--- src/rtl/hazard_scoreboard.sv ---
// Register scoreboard for a 5-stage pipeline: tracks pending writebacks, raises freeze and picks forwarding paths.
// Define HAZARD_SCOREBOARD_FORWARDING_EN to enable EXE/MEM forwarding; otherwise every RAW hazard stalls.
module hazard_scoreboard #(
    parameter int REG_W  = 4,
    parameter int WB_LAT = 2,
    parameter int CNT_W  = 16
) (
    input  logic             clk,
    input  logic             rst,
    input  logic             id_valid,
    input  logic [REG_W-1:0] id_rn,
    input  logic [REG_W-1:0] id_src2,
    input  logic             id_two_src,
    input  logic             id_wb_en,
    input  logic [REG_W-1:0] id_dest,
    input  logic             id_mem_read,
    input  logic             flush,
    output logic             freeze,
    output logic [1:0]       fwd_sel_a,
    output logic [1:0]       fwd_sel_b,
    output logic [CNT_W-1:0] stall_count
);

    localparam int NREG = 2 ** REG_W;
    localparam int PW   = $clog2(WB_LAT + 1);
    localparam logic [PW-1:0]    LAT     = PW'(WB_LAT);
    localparam logic [CNT_W-1:0] CNT_MAX = '1;

    logic [PW-1:0]   pend [NREG];
    logic [NREG-1:0] ld;

    logic          active;
    logic          issue;
    logic [PW-1:0] pend_a;
    logic [PW-1:0] pend_b;
    logic          stall_a;
    logic          stall_b;
    logic [1:0]    sel_a;
    logic [1:0]    sel_b;

    assign active = id_valid & ~flush & ~rst;
    assign issue  = id_valid & id_wb_en & ~freeze & ~flush;
    assign pend_a = pend[id_rn];
    assign pend_b = pend[id_src2];

`ifdef HAZARD_SCOREBOARD_FORWARDING_EN
    localparam logic [PW-1:0] LAT_M1 = PW'(WB_LAT - 1);

    // pend==WB_LAT means the producer sits in EXE, WB_LAT-1 means MEM; older still must wait for WB.
    always_comb begin
        stall_a = 1'b0;
        stall_b = 1'b0;
        sel_a   = 2'b00;
        sel_b   = 2'b00;
        if (pend_a == LAT) begin
            if (ld[id_rn]) stall_a = 1'b1;
            else           sel_a   = 2'b01;
        end else if (pend_a == LAT_M1 && pend_a != '0) begin
            sel_a = 2'b10;
        end else if (pend_a != '0) begin
            stall_a = 1'b1;
        end
        if (pend_b == LAT) begin
            if (ld[id_src2]) stall_b = 1'b1;
            else             sel_b   = 2'b01;
        end else if (pend_b == LAT_M1 && pend_b != '0) begin
            sel_b = 2'b10;
        end else if (pend_b != '0) begin
            stall_b = 1'b1;
        end
    end
`else
    logic unused_ld;
    assign unused_ld = ^ld;

    always_comb begin
        stall_a = (pend_a != '0);
        stall_b = (pend_b != '0);
        sel_a   = 2'b00;
        sel_b   = 2'b00;
    end
`endif

    assign freeze    = active & (stall_a | (id_two_src & stall_b));
    assign fwd_sel_a = active ? sel_a : 2'b00;
    assign fwd_sel_b = (active & id_two_src) ? sel_b : 2'b00;

    // A fresh issue to a register overrides its countdown in the same edge.
    always_ff @(posedge clk) begin
        if (rst) begin
            for (int r = 0; r < NREG; r++) pend[r] <= '0;
            ld          <= '0;
            stall_count <= '0;
        end else begin
            for (int r = 0; r < NREG; r++) begin
                if (issue && id_dest == REG_W'(r)) begin
                    pend[r] <= LAT;
                    ld[r]   <= id_mem_read;
                end else if (pend[r] != '0) begin
                    pend[r] <= pend[r] - PW'(1);
                end
            end
            if (freeze && stall_count != CNT_MAX)
                stall_count <= stall_count + CNT_W'(1);
        end
    end

endmodule

--- config.mk ---
export PLATFORM = sky130hd
export DESIGN_NAME = hazard_scoreboard
export DESIGN_NICKNAME = d
export VERILOG_FILES = /design/src/rtl/hazard_scoreboard.sv
export SDC_FILE = /design/constraint.sdc
export NUM_CORES = 1
export LEC_CHECK = 0
export ABC_CLOCK_PERIOD_IN_PS = 3500
export BUFFER_PORTS_ARGS = -buffer_cell sky130_fd_sc_hd__clkbuf_2
export CAP_MARGIN = 30
export CORE_MARGIN = 8
export CORE_UTILIZATION = 40
export DETAILED_ROUTE_END_ITERATION = 7
export GPL_TIMING_DRIVEN = 0
export PLACE_DENSITY = 0.62
export SYNTH_ARGS = -nofsm -noshare
export SYNTH_HDL_FRONTEND = slang
export SYNTH_SLANG_ARGS = --single-unit
--- constraint.sdc ---
create_clock -name clk -period 3.5 [get_ports clk]
set_input_delay 0.525 -clock clk [delete_from_list [all_inputs] [get_ports clk]]
set_output_delay 0.525 -clock clk [all_outputs]
set_load 0.01 [all_outputs]
==> results.sh, run 1 <==
export IMPL_cp_start_kind="flip-flop"
export IMPL_postPlaceCellArea_um2=3408
export IMPL_p_total_mw=2.129
export IMPL_synthDistinctLibCells=50
export IMPL_fin_crit_ns=2.927
export IMPL_pre_cts_slack_ns=0.2845
export IMPL_ioPinCount=40
export IMPL_io_buffers=32
export IMPL_synth_seq_cells=48
export IMPL_dp_hpwl_um=6192
export IMPL_clk_transition_reported_paths_ns=0.09
export IMPL_core_um2=7647
export IMPL_grt_use_total_pct=14.98
export IMPL_fp_dieArea_um2=10850
export IMPL_synth_top_area_share_pct=30.91
export IMPL_worst_slew_pin_slew_ns=0.8622
export IMPL_endpoint_kind="flip-flop"
export IMPL_final_area_um2=3488
export IMPL_diodes=0
export IMPL_syn_area_per_cell_um2=9.902
export IMPL_drv_cap=0
export IMPL_hp_class="flip-flop to flip-flop"
export IMPL_clock_skew_ns=0.01268
export IMPL_netlist_top_cells_area="edfxtp_1 (31%), dfxtp_1 (10%), ha_1 (6.8%)"
export IMPL_post_cts_buffers=0
export IMPL_dr_pass1_iters=4
export IMPL_ys_flop_type="edfxtp_1"
export IMPL_seq_area_frac_synth_pct=41.21
export IMPL_drive_gt1_share_pct=17.09
export IMPL_cp_slowest_cell="nor4_1"
export IMPL_synth_edf_count=32
export IMPL_drv_slew=0
export IMPL_clock_sinks=48
export IMPL_die_y_um=104.2
export IMPL_synth_area_um2=3109
export IMPL_hold_violations=0
export IMPL_placed_cells=451
export IMPL_fp_dieW_um=104.2
export IMPL_cts_buffers=5
export IMPL_crit_required_ns=3.49
export IMPL_grt_start_max_net_pins=14
export IMPL_yosysTopAreaCell="edfxtp_1"
export IMPL_slowest_delay_ns=0.71
export IMPL_fin_util_pct=45.62
export IMPL_cts_buffer_depth=2
export IMPL_hold_start="stall_count[7]"
export IMPL_wire_per_inst_um=17.49
export IMPL_layout_commonest_cell="inv_1"
export IMPL_fillerInstances=776
export IMPL_ir_worst_vdd_uv=234.0
export IMPL_drcViolationCount=0
export IMPL_setup_ws_ns=0.5735
export IMPL_final_period_utilization_pct=83.61
export IMPL_antenna_found_initial=0
export IMPL_path_max_fanout=7
export IMPL_fp_row_count=32
export IMPL_hold_buffers=0
export IMPL_initial_core_util_pct=40.66
export IMPL_synthCells=314
export IMPL_totalWireLength_um=8029
export IMPL_viasPerCell=5.686
export IMPL_place_congestion=0.8839
export IMPL_arrival_ns=2.92
export IMPL_insertion_delay_ns=0.30
export IMPL_overflow=0
export IMPL_tritoncts="done"
export IMPL_grt_pass1_wl_um=13310
export IMPL_antenna_violating_nets_post_route=0
export IMPL_cts_repair_resize_count=0
export IMPL_status="complete, no violations"
export IMPL_holdWs_ns=0.5035
export IMPL_grt_pass1_vias=2659
export IMPL_min_to="stall_count[7]"
export IMPL_power_leakage_nw=1.313
export IMPL_htreeDepth=2
export IMPL_synthArstFlopShare_pct=0
export IMPL_hold_depth=2
export IMPL_worstSetupPathType="flip-flop to flip-flop"
export IMPL_route_vias_total=2610
export IMPL_setup_violations=0
export IMPL_syn_to_final_growth_pct=12.19
export IMPL_r2r_slack_ns=0.57
export IMPL_worstReg2RegEnd="pend[2][0]"
export IMPL_final_setup_tns_ns=0
export IMPL_relSlewSlack_pct=41.99
export IMPL_final_cells=459
export IMPL_reg2reg_from="pend[5][0]"
export IMPL_fmax_ghz=0.3417
export IMPL_rsz0062_at_grt="no"
export IMPL_final_cell_mix="inv_1 (34), clkbuf_2 (32), edfxtp_1 (32), nor2_1 (25)"
export IMPL_drt_initial_drc_count=187
export IMPL_powerDensity_nw_per_um2=610.4
export IMPL_r2r_cells=8
export IMPL_synth_warnings=0
export IMPL_cp_cell_sequence="o21ai_0, o211ai_1, mux4_2, nand4_2, a21o_4, inv_4, nor4_1, a2111oi_0"
export IMPL_root_buffer="clkbuf_8"
export IMPL_fin_nets=392
synth_stat cells (2+ instances only):
cell type	n
a2111oi_0	12
a21oi_1	5
a311oi_1	2
a31oi_1	3
and2_1	4
and3_1	2
and4_1	3
buf_4	5
clkbuf_1	11
dfxtp_1	16
edfxtp_1	32
ha_1	17
inv_1	34
mux2_2	5
mux2i_1	3
mux4_2	6
nand2_1	17
nand2b_1	2
nand3_1	7
nand4_1	7
nand4b_1	3
nor2_1	25
nor2b_1	14
nor3_1	7
nor3b_1	3
nor4_1	2
o211ai_1	14
o21a_1	3
o21ai_0	9
o22ai_1	6
o311ai_0	4
o32ai_1	10
or3_1	4
cell families (layout without fill, tap and decap cells):
| family | after synthesis | in the layout | synth area share, % |
|---|---|---|---|
| AO/OA/AOI/OAI | 74 | 74 | 18.55 |
| XOR/XNOR | 1 | 1 | 0.2817 |
| adder cells (fa/ha/maj) | 17 | 17 | 6.841 |
| buffers and inverters | 54 | 94 | 7.485 |
| flip-flops | 48 | 48 | 41.21 |
| multiplexers | 14 | 14 | 7.123 |
| other | 1 | 4 | 0.1206 |
| AND/OR/NAND/NOR | 105 | 105 | 18.39 |
power by group:
group / internal [mW] / switching [mW] / total [mW]
clock network: 0.140 / 0.185 / 0.324
logic: 0.379 / 0.444 / 0.823
registers: 0.859 / 0.123 / 0.982
total: 1.38 / 0.752 / 2.13
final cells by class:
class                           instances  area (um^2)  share of cell area [%]
Multi-Input combinational cell        215         1607                   46.05
Clock buffer                            7        76.32                   2.188
Sequential cell                        48         1281                   36.73
Inverter                               35        133.9                   3.838
Timing Repair Buffer                   32        160.2                   4.591
Buffer                                 19        98.84                   2.834
Clock inverter                          1        3.754                  0.1076
Tap cell                              102        127.6                   3.659
how the worst max path moves through the flow:
stage	from	endpoint	slack, ns	depth (start not counted)
3_3_place_gp	id_src2[0]	pend[2][0]	0.34	9
5_1_grt	pend[5][0]	pend[3][0]	0.31	8
4_1_cts	pend[11][0]	pend[3][0]	0.52	8
2_1_floorplan	id_src2[0]	pend[0][0]	0.65	10
6_report	pend[5][0]	pend[2][0]	0.57	8
3_5_place_dp	id_src2[0]	pend[3][0]	0.28	9
state kept, by name (all words and copies together) (netlist names):
signal,cells
pend,32
stall_count,16
worst max-delay path: cells and delay by family, from the launching register on:
| family | cells | cell delay, ns |
|---|---|---|
| muxes | 1 | 0.47 |
| AOI/OAI and AO/OA | 4 | 0.76 |
| DFF | 1 | 0.43 |
| buffers and inverters | 1 | 0.06 |
| and+or+nand+nor | 2 | 0.88 |
metal layers:
| metal | wire length (um) | GRT usage (%) | vias to the layer above |
|---|---|---|---|
| li1 | - | - | 1273 |
| met4 | 116 | 2.896 | 0 |
| met3 | 482 | 4.213 | 12 |
| met5 | 0 | 0 | - |
| met2 | 3818 | 25.39 | 77 |
| met1 | 3612 | 18.53 | 1248 |
(Power assumes the default switching activity.)
==> inputs of run 2 (changes only) <==
--- a/config.mk
+++ b/config.mk
@@ -5,14 +5,14 @@
 export SDC_FILE = /design/constraint.sdc
 export NUM_CORES = 1
 export LEC_CHECK = 0
-export ABC_CLOCK_PERIOD_IN_PS = 3500
+export ABC_CLOCK_PERIOD_IN_PS = 2540
 export BUFFER_PORTS_ARGS = -buffer_cell sky130_fd_sc_hd__clkbuf_2
 export CAP_MARGIN = 30
 export CORE_MARGIN = 8
 export CORE_UTILIZATION = 40
 export DETAILED_ROUTE_END_ITERATION = 7
 export GPL_TIMING_DRIVEN = 0
-export PLACE_DENSITY = 0.62
+export PLACE_DENSITY = 0.64
 export SYNTH_ARGS = -nofsm -noshare
 export SYNTH_HDL_FRONTEND = slang
 export SYNTH_SLANG_ARGS = --single-unit
==> constraint.sdc (replaced) <==
create_clock -name clk -period 2.54 [get_ports clk]
set_input_delay 0.381 -clock clk [delete_from_list [all_inputs] [get_ports clk]]
set_output_delay 0.381 -clock clk [all_outputs]
set_load 0.01 [all_outputs]
==> results.sh, run 2 (same netlist as run 1, synthesis figures left out) <==
export IMPL_dr_pass1_iters=4
export IMPL_fin_crit_ns=2.676
export IMPL_drt_initial_drc_count=97
export IMPL_grt_start_max_net_pins=15
export IMPL_regMostFlops="pend"
export IMPL_place_congestion=0.8323
export IMPL_clk_transition_reported_paths_ns=0.09
export IMPL_antenna_violating_nets_post_route=0
export IMPL_totalWireLength_um=8385
export IMPL_fp_dieArea_um2=10850
export IMPL_grt_pass1_wl_um=13380
export IMPL_layout_commonest_cell="inv_1"
export IMPL_relSlewSlack_pct=42.51
export IMPL_rsz0062_at_grt="yes"
export IMPL_worstReg2RegEnd="pend[1][0]"
export IMPL_failed_checks="negative setup slack"
export IMPL_drive_gt1_share_pct=26.54
export IMPL_ir_worst_vdd_uv=379.3
export IMPL_final_cell_mix="inv_1 (34), edfxtp_1 (32), clkbuf_2 (31), nor2_1 (24), buf_4 (21)"
export IMPL_fp_dieW_um=104.2
export IMPL_multiInputGateArea_um2=1810
export IMPL_endpoint_kind="flip-flop"
export IMPL_path_max_fanout=7
export IMPL_drcViolationCount=0
export IMPL_drv_slew=0
export IMPL_htreeDepth=2
export IMPL_cp_startpoint="pend[11][0]"
export IMPL_final_area_um2=3846
export IMPL_core_um2=7647
export IMPL_setup_ws_ns=-0.1363
export IMPL_diodes=0
export IMPL_fillerInstances=726
export IMPL_insertion_delay_ns=0.30
export IMPL_tritoncts="done"
export IMPL_worst_slew_pin_slew_ns=0.8623
export IMPL_fmax_ghz=0.3736
export IMPL_seqCellArea_um2=1281
export IMPL_clock_skew_ns=0.006616
export IMPL_cts_buffers=5
export IMPL_postPlaceCellArea_um2=3445
export IMPL_largest_register_ffs=32
export IMPL_initial_core_util_pct=40.66
export IMPL_crit_required_ns=2.54
export IMPL_status="finished, violations left"
export IMPL_grt_use_total_pct=15.07
export IMPL_ioPinCount=40
export IMPL_r2r_slack_ns=-0.14
export IMPL_clock_sinks=48
export IMPL_pre_cts_slack_ns=-0.4681
export IMPL_reg2reg_from="pend[11][0]"
export IMPL_antenna_found_initial=0
export IMPL_largest_registers="pend: 32 flops, stall_count: 16 flops"
export IMPL_root_buffer="clkbuf_8"
export IMPL_drv_cap=0
export IMPL_powerDensity_nw_per_um2=869.6
export IMPL_route_vias_total=2680
export IMPL_viasPerCell=5.642
export IMPL_die_y_um=104.2
export IMPL_cts_buffer_depth=2
export IMPL_hp_class="flip-flop to flip-flop"
export IMPL_dp_hpwl_um=6132
export IMPL_wire_per_inst_um=17.65
export IMPL_cp_start_kind="flip-flop"
export IMPL_worstSetupPathType="flip-flop to flip-flop"
export IMPL_final_period_utilization_pct=105.4
export IMPL_p_total_mw=3.345
export IMPL_r2r_cells=8
export IMPL_crit_end="pend[1][0]"
export IMPL_fp_row_count=32
export IMPL_hold_violations=0
export IMPL_fin_nets=408
export IMPL_overflow=0
export IMPL_arrival_ns=2.68
export IMPL_final_setup_tns_ns=-1.336
export IMPL_setup_violations=15
export IMPL_grt_pass1_vias=2653
export IMPL_io_buffers=32
export IMPL_syn_to_final_growth_pct=23.70
export IMPL_power_leakage_nw=1.440
[run 2: worst max-delay path: stages (launching register included)]
cell,delay (ns)
edfxtp_1,0.45
nor3b_2,0.20
o21ai_1,0.07
mux4_2,0.49
nand4_4,0.11
a21o_4,0.16
inv_4,0.06
nor4_2,0.58
a2111oi_0,0.24
[run 2: area by class of cell]
type                       instances  share of cell area [%]
multi-input combinational        215                   47.07
inverter                          35                   3.481
clock buffer                       7                   2.537
timing repair buffer              49                   7.580
clock inverter                     1                  0.1301
sequential                        48                   33.31
buffer                            18                   2.570
tap                              102                   3.318
[run 2: metrics by stage]
stage                     instances  hold slack (ns)  util [%]
after global placement          451           0.4865     45.04
final                           475           0.5137     50.29
after detailed placement        451           0.4974     45.04
after floorplan                 317           0.5053         -
after global routing            475           0.5280     50.29
after CTS                       471           0.5155     48.05
[run 2: power by group]
part	total (mW)	switching (mW)	internal (mW)	leakage [nW]
registers	1.37	0.191	1.18	0.478
logic	1.46	0.744	0.715	0.909
clock network	0.511	0.258	0.253	0.0534
total	3.34	1.19	2.15	1.44
[run 2: timing repair]
| item | 4_1_cts | 5_1_grt |
|---|---|---|
| setup endpoints to repair | 38 | 57 |
| gates cloned | 0 | 0 |
| hold endpoints to repair | 0 | 0 |
| pin swaps | 9 | 9 |
| setup buffers | 13 | 4 |
| gates resized for setup | 14 | 29 |
| hold buffers | 0 | 0 |
[run 2: metal layers]
metal | vias up | global-route usage, % | wire length [um]
met2 | 77 | 23.83 | 3996
li1 | 1312 | - | -
met1 | 1283 | 19.50 | 3754
met5 | - | 0 | 0
met3 | 8 | 4.027 | 531
met4 | 0 | 4.757 | 103
[run 2: worst min-delay path by stage]
stage	start	end	slack [ns]	depth (start not counted)
after detailed placement	stall_count[7]	stall_count[7]	0.50	2
final	stall_count[7]	stall_count[7]	0.51	2
after global routing	rst	stall_count[5]	0.53	3
after floorplan	stall_count[3]	stall_count[3]	0.51	1
after CTS	stall_count[7]	stall_count[7]	0.52	2
after global placement	stall_count[3]	stall_count[3]	0.49	1
==> inputs of run 3 (changes only) <==
--- a/config.mk
+++ b/config.mk
@@ -12,7 +12,6 @@
 export CORE_UTILIZATION = 40
 export DETAILED_ROUTE_END_ITERATION = 7
 export GPL_TIMING_DRIVEN = 0
-export PLACE_DENSITY = 0.64
 export SYNTH_ARGS = -nofsm -noshare
 export SYNTH_HDL_FRONTEND = slang
 export SYNTH_SLANG_ARGS = --single-unit
==> results.sh, run 3 (same netlist as run 1, synthesis figures left out) <==
export IMPL_drive_gt1_share_pct=28.31
export IMPL_crit_end="pend[2][0]"
export IMPL_overflow=0
export IMPL_clkPwrFrac_pct=13.6
export IMPL_tritoncts="done"
export IMPL_power_leakage_nw=1.484
export IMPL_reg2reg_from="pend[11][1]"
export IMPL_switching_power_mw=1.184
export IMPL_placed_cells=451
export IMPL_largest_registers="pend: 32 flops, stall_count: 16 flops"
export IMPL_cts_buffer_depth=2
export IMPL_final_cell_mix="inv_1 (34), edfxtp_1 (32), buf_4 (31), clkbuf_2 (31), nor2_1 (24)"
export IMPL_layout_commonest_cell="inv_1"
export IMPL_fmax_ghz=0.3767
export IMPL_largest_register_ffs=32
export IMPL_grt_start_max_net_pins=15
export IMPL_comb_power_share_pct=45.5
export IMPL_power_frac_seq_pct=40.8
export IMPL_clock_skew_ns=0.008600
export IMPL_htreeDepth=2
export IMPL_ioPinCount=40
export IMPL_initial_core_util_pct=40.66
export IMPL_hold_depth=2
export IMPL_p_sw_share_pct=35.86
export IMPL_syn_to_final_growth_pct=24.99
export IMPL_dp_hpwl_um=6140
export IMPL_crit_required_ns=2.53
export IMPL_route_vias_total=2710
export IMPL_path_max_fanout=7
export IMPL_regMostFlops="pend"
export IMPL_final_period_utilization_pct=104.5
export IMPL_fp_row_count=32
export IMPL_antenna_found_initial=0
export IMPL_endpoint_kind="flip-flop"
export IMPL_clk_transition_reported_paths_ns=0.09
export IMPL_rsz0062_at_grt="yes"
export IMPL_diodes=0
export IMPL_grt_pass1_wl_um=13170
export IMPL_dr_pass1_iters=4
export IMPL_antenna_violating_nets_post_route=0
export IMPL_relSlewSlack_pct=43.63
export IMPL_place_congestion=0.7865
export IMPL_drv_cap=0
export IMPL_intPower_mw=2.118
export IMPL_hp_class="flip-flop to flip-flop"
export IMPL_cts_buffers=5
export IMPL_worst_slew_pin_slew_ns=0.8456
export IMPL_grt_pass1_vias=2655
export IMPL_drv_slew=0
export IMPL_wire_per_inst_um=17.67
export IMPL_ir_worst_vdd_uv=324.6
export IMPL_core_um2=7647
export IMPL_cp_startpoint="pend[11][1]"
export IMPL_insertion_delay_ns=0.30
export IMPL_r2r_slack_ns=-0.11
export IMPL_worstSetupPathType="flip-flop to flip-flop"
export IMPL_powerDensity_nw_per_um2=849.8
export IMPL_fin_util_pct=50.82
export IMPL_status="finished, violations left"
export IMPL_hold_buffers=0
export IMPL_die_y_um=104.2
export IMPL_drt_initial_drc_count=118
export IMPL_fp_dieW_um=104.2
export IMPL_pre_cts_slack_ns=-0.3836
export IMPL_fin_nets=420
export IMPL_fp_dieArea_um2=10850
export IMPL_arrival_ns=2.65
export IMPL_failed_checks="negative setup slack"
export IMPL_io_buffers=32
export IMPL_final_cells=487
export IMPL_viasPerCell=5.565
export IMPL_fin_crit_ns=2.655
export IMPL_setup_violations=19
export IMPL_drcViolationCount=0
export IMPL_setup_ws_ns=-0.1145
export IMPL_grt_use_total_pct=14.95
export IMPL_totalWireLength_um=8607
export IMPL_r2r_cells=8
export IMPL_clock_sinks=48
export IMPL_worstReg2RegEnd="pend[2][0]"
export IMPL_hold_violations=0
export IMPL_cp_start_kind="flip-flop"
export IMPL_root_buffer="clkbuf_8"
## run 3: cell type report
class                           instances  area (um^2)
Clock buffer                            7        76.32
Tap cell                              102        127.6
Sequential cell                        48         1281
Buffer                                 18        102.6
Multi-Input combinational cell        215         1768
Fill cell                             714         3761
Clock inverter                          1        5.005
Inverter                               35        133.9
Timing Repair Buffer                   61        391.6
## run 3: worst min-delay path by stage
stage                    startpoint               to  slack [ns]
finish              stall_count[13]  stall_count[13]        0.51
global route                    rst   stall_count[9]        0.54
CTS                 stall_count[13]  stall_count[13]        0.52
detailed placement  stall_count[13]  stall_count[13]        0.51
global placement     stall_count[7]   stall_count[7]        0.49
floorplan            stall_count[3]   stall_count[3]        0.51
## run 3: what timing repair did
action	in CTS	in global routing
endpoints found under the setup margin	30	65
pin swaps	7	10
setup buffers	16	13
gates resized for setup	13	28
## run 3: worst max-delay path: stages, from the launching register on
cell	delay, ns
edfxtp_1	0.44
or3b_1	0.38
o311ai_0	0.11
nand4b_1	0.14
nand4_1	0.23
a21o_4	0.19
inv_4	0.04
or4_4	0.50
o211ai_1	0.30
## run 3: per-stage QoR
| step | setup TNS, ns | hold slack, ns | cell area, um^2 | total power, mW |
|---|---|---|---|---|
| 2_1_floorplan | -0.5712 | 0.5053 | 3157 | 2.219 |
| 5_1_grt | -4.229 | 0.5420 | 3886 | 3.532 |
| 3_5_place_dp | -8.737 | 0.5052 | 3445 | 2.536 |
| 6_report | -1.345 | 0.5122 | 3886 | 3.302 |
| 3_3_place_gp | -7.644 | 0.4888 | 3445 | 2.486 |
| 4_1_cts | -1.489 | 0.5212 | 3666 | 3.103 |
## run 3: per-layer routing
| layer | vias up | wire length (um) | track usage (%) |
|---|---|---|---|
| li1 | 1330 | - | - |
| met2 | 65 | 4222 | 25.07 |
| met3 | 10 | 425 | 3.965 |
| met1 | 1305 | 3845 | 18.17 |
| met4 | 0 | 114 | 4.757 |
| met5 | - | 0 | 0 |
## run 3: power groups by stage
stage,Clock [mW],Sequential [mW],Combinational (mW)
final,0.451,1.35,1.50
after floorplan,0,1.33,0.892
after detailed placement,0,1.39,1.15
after global placement,0,1.38,1.11
after CTS,0.456,1.35,1.29
after global routing,0.490,1.39,1.66
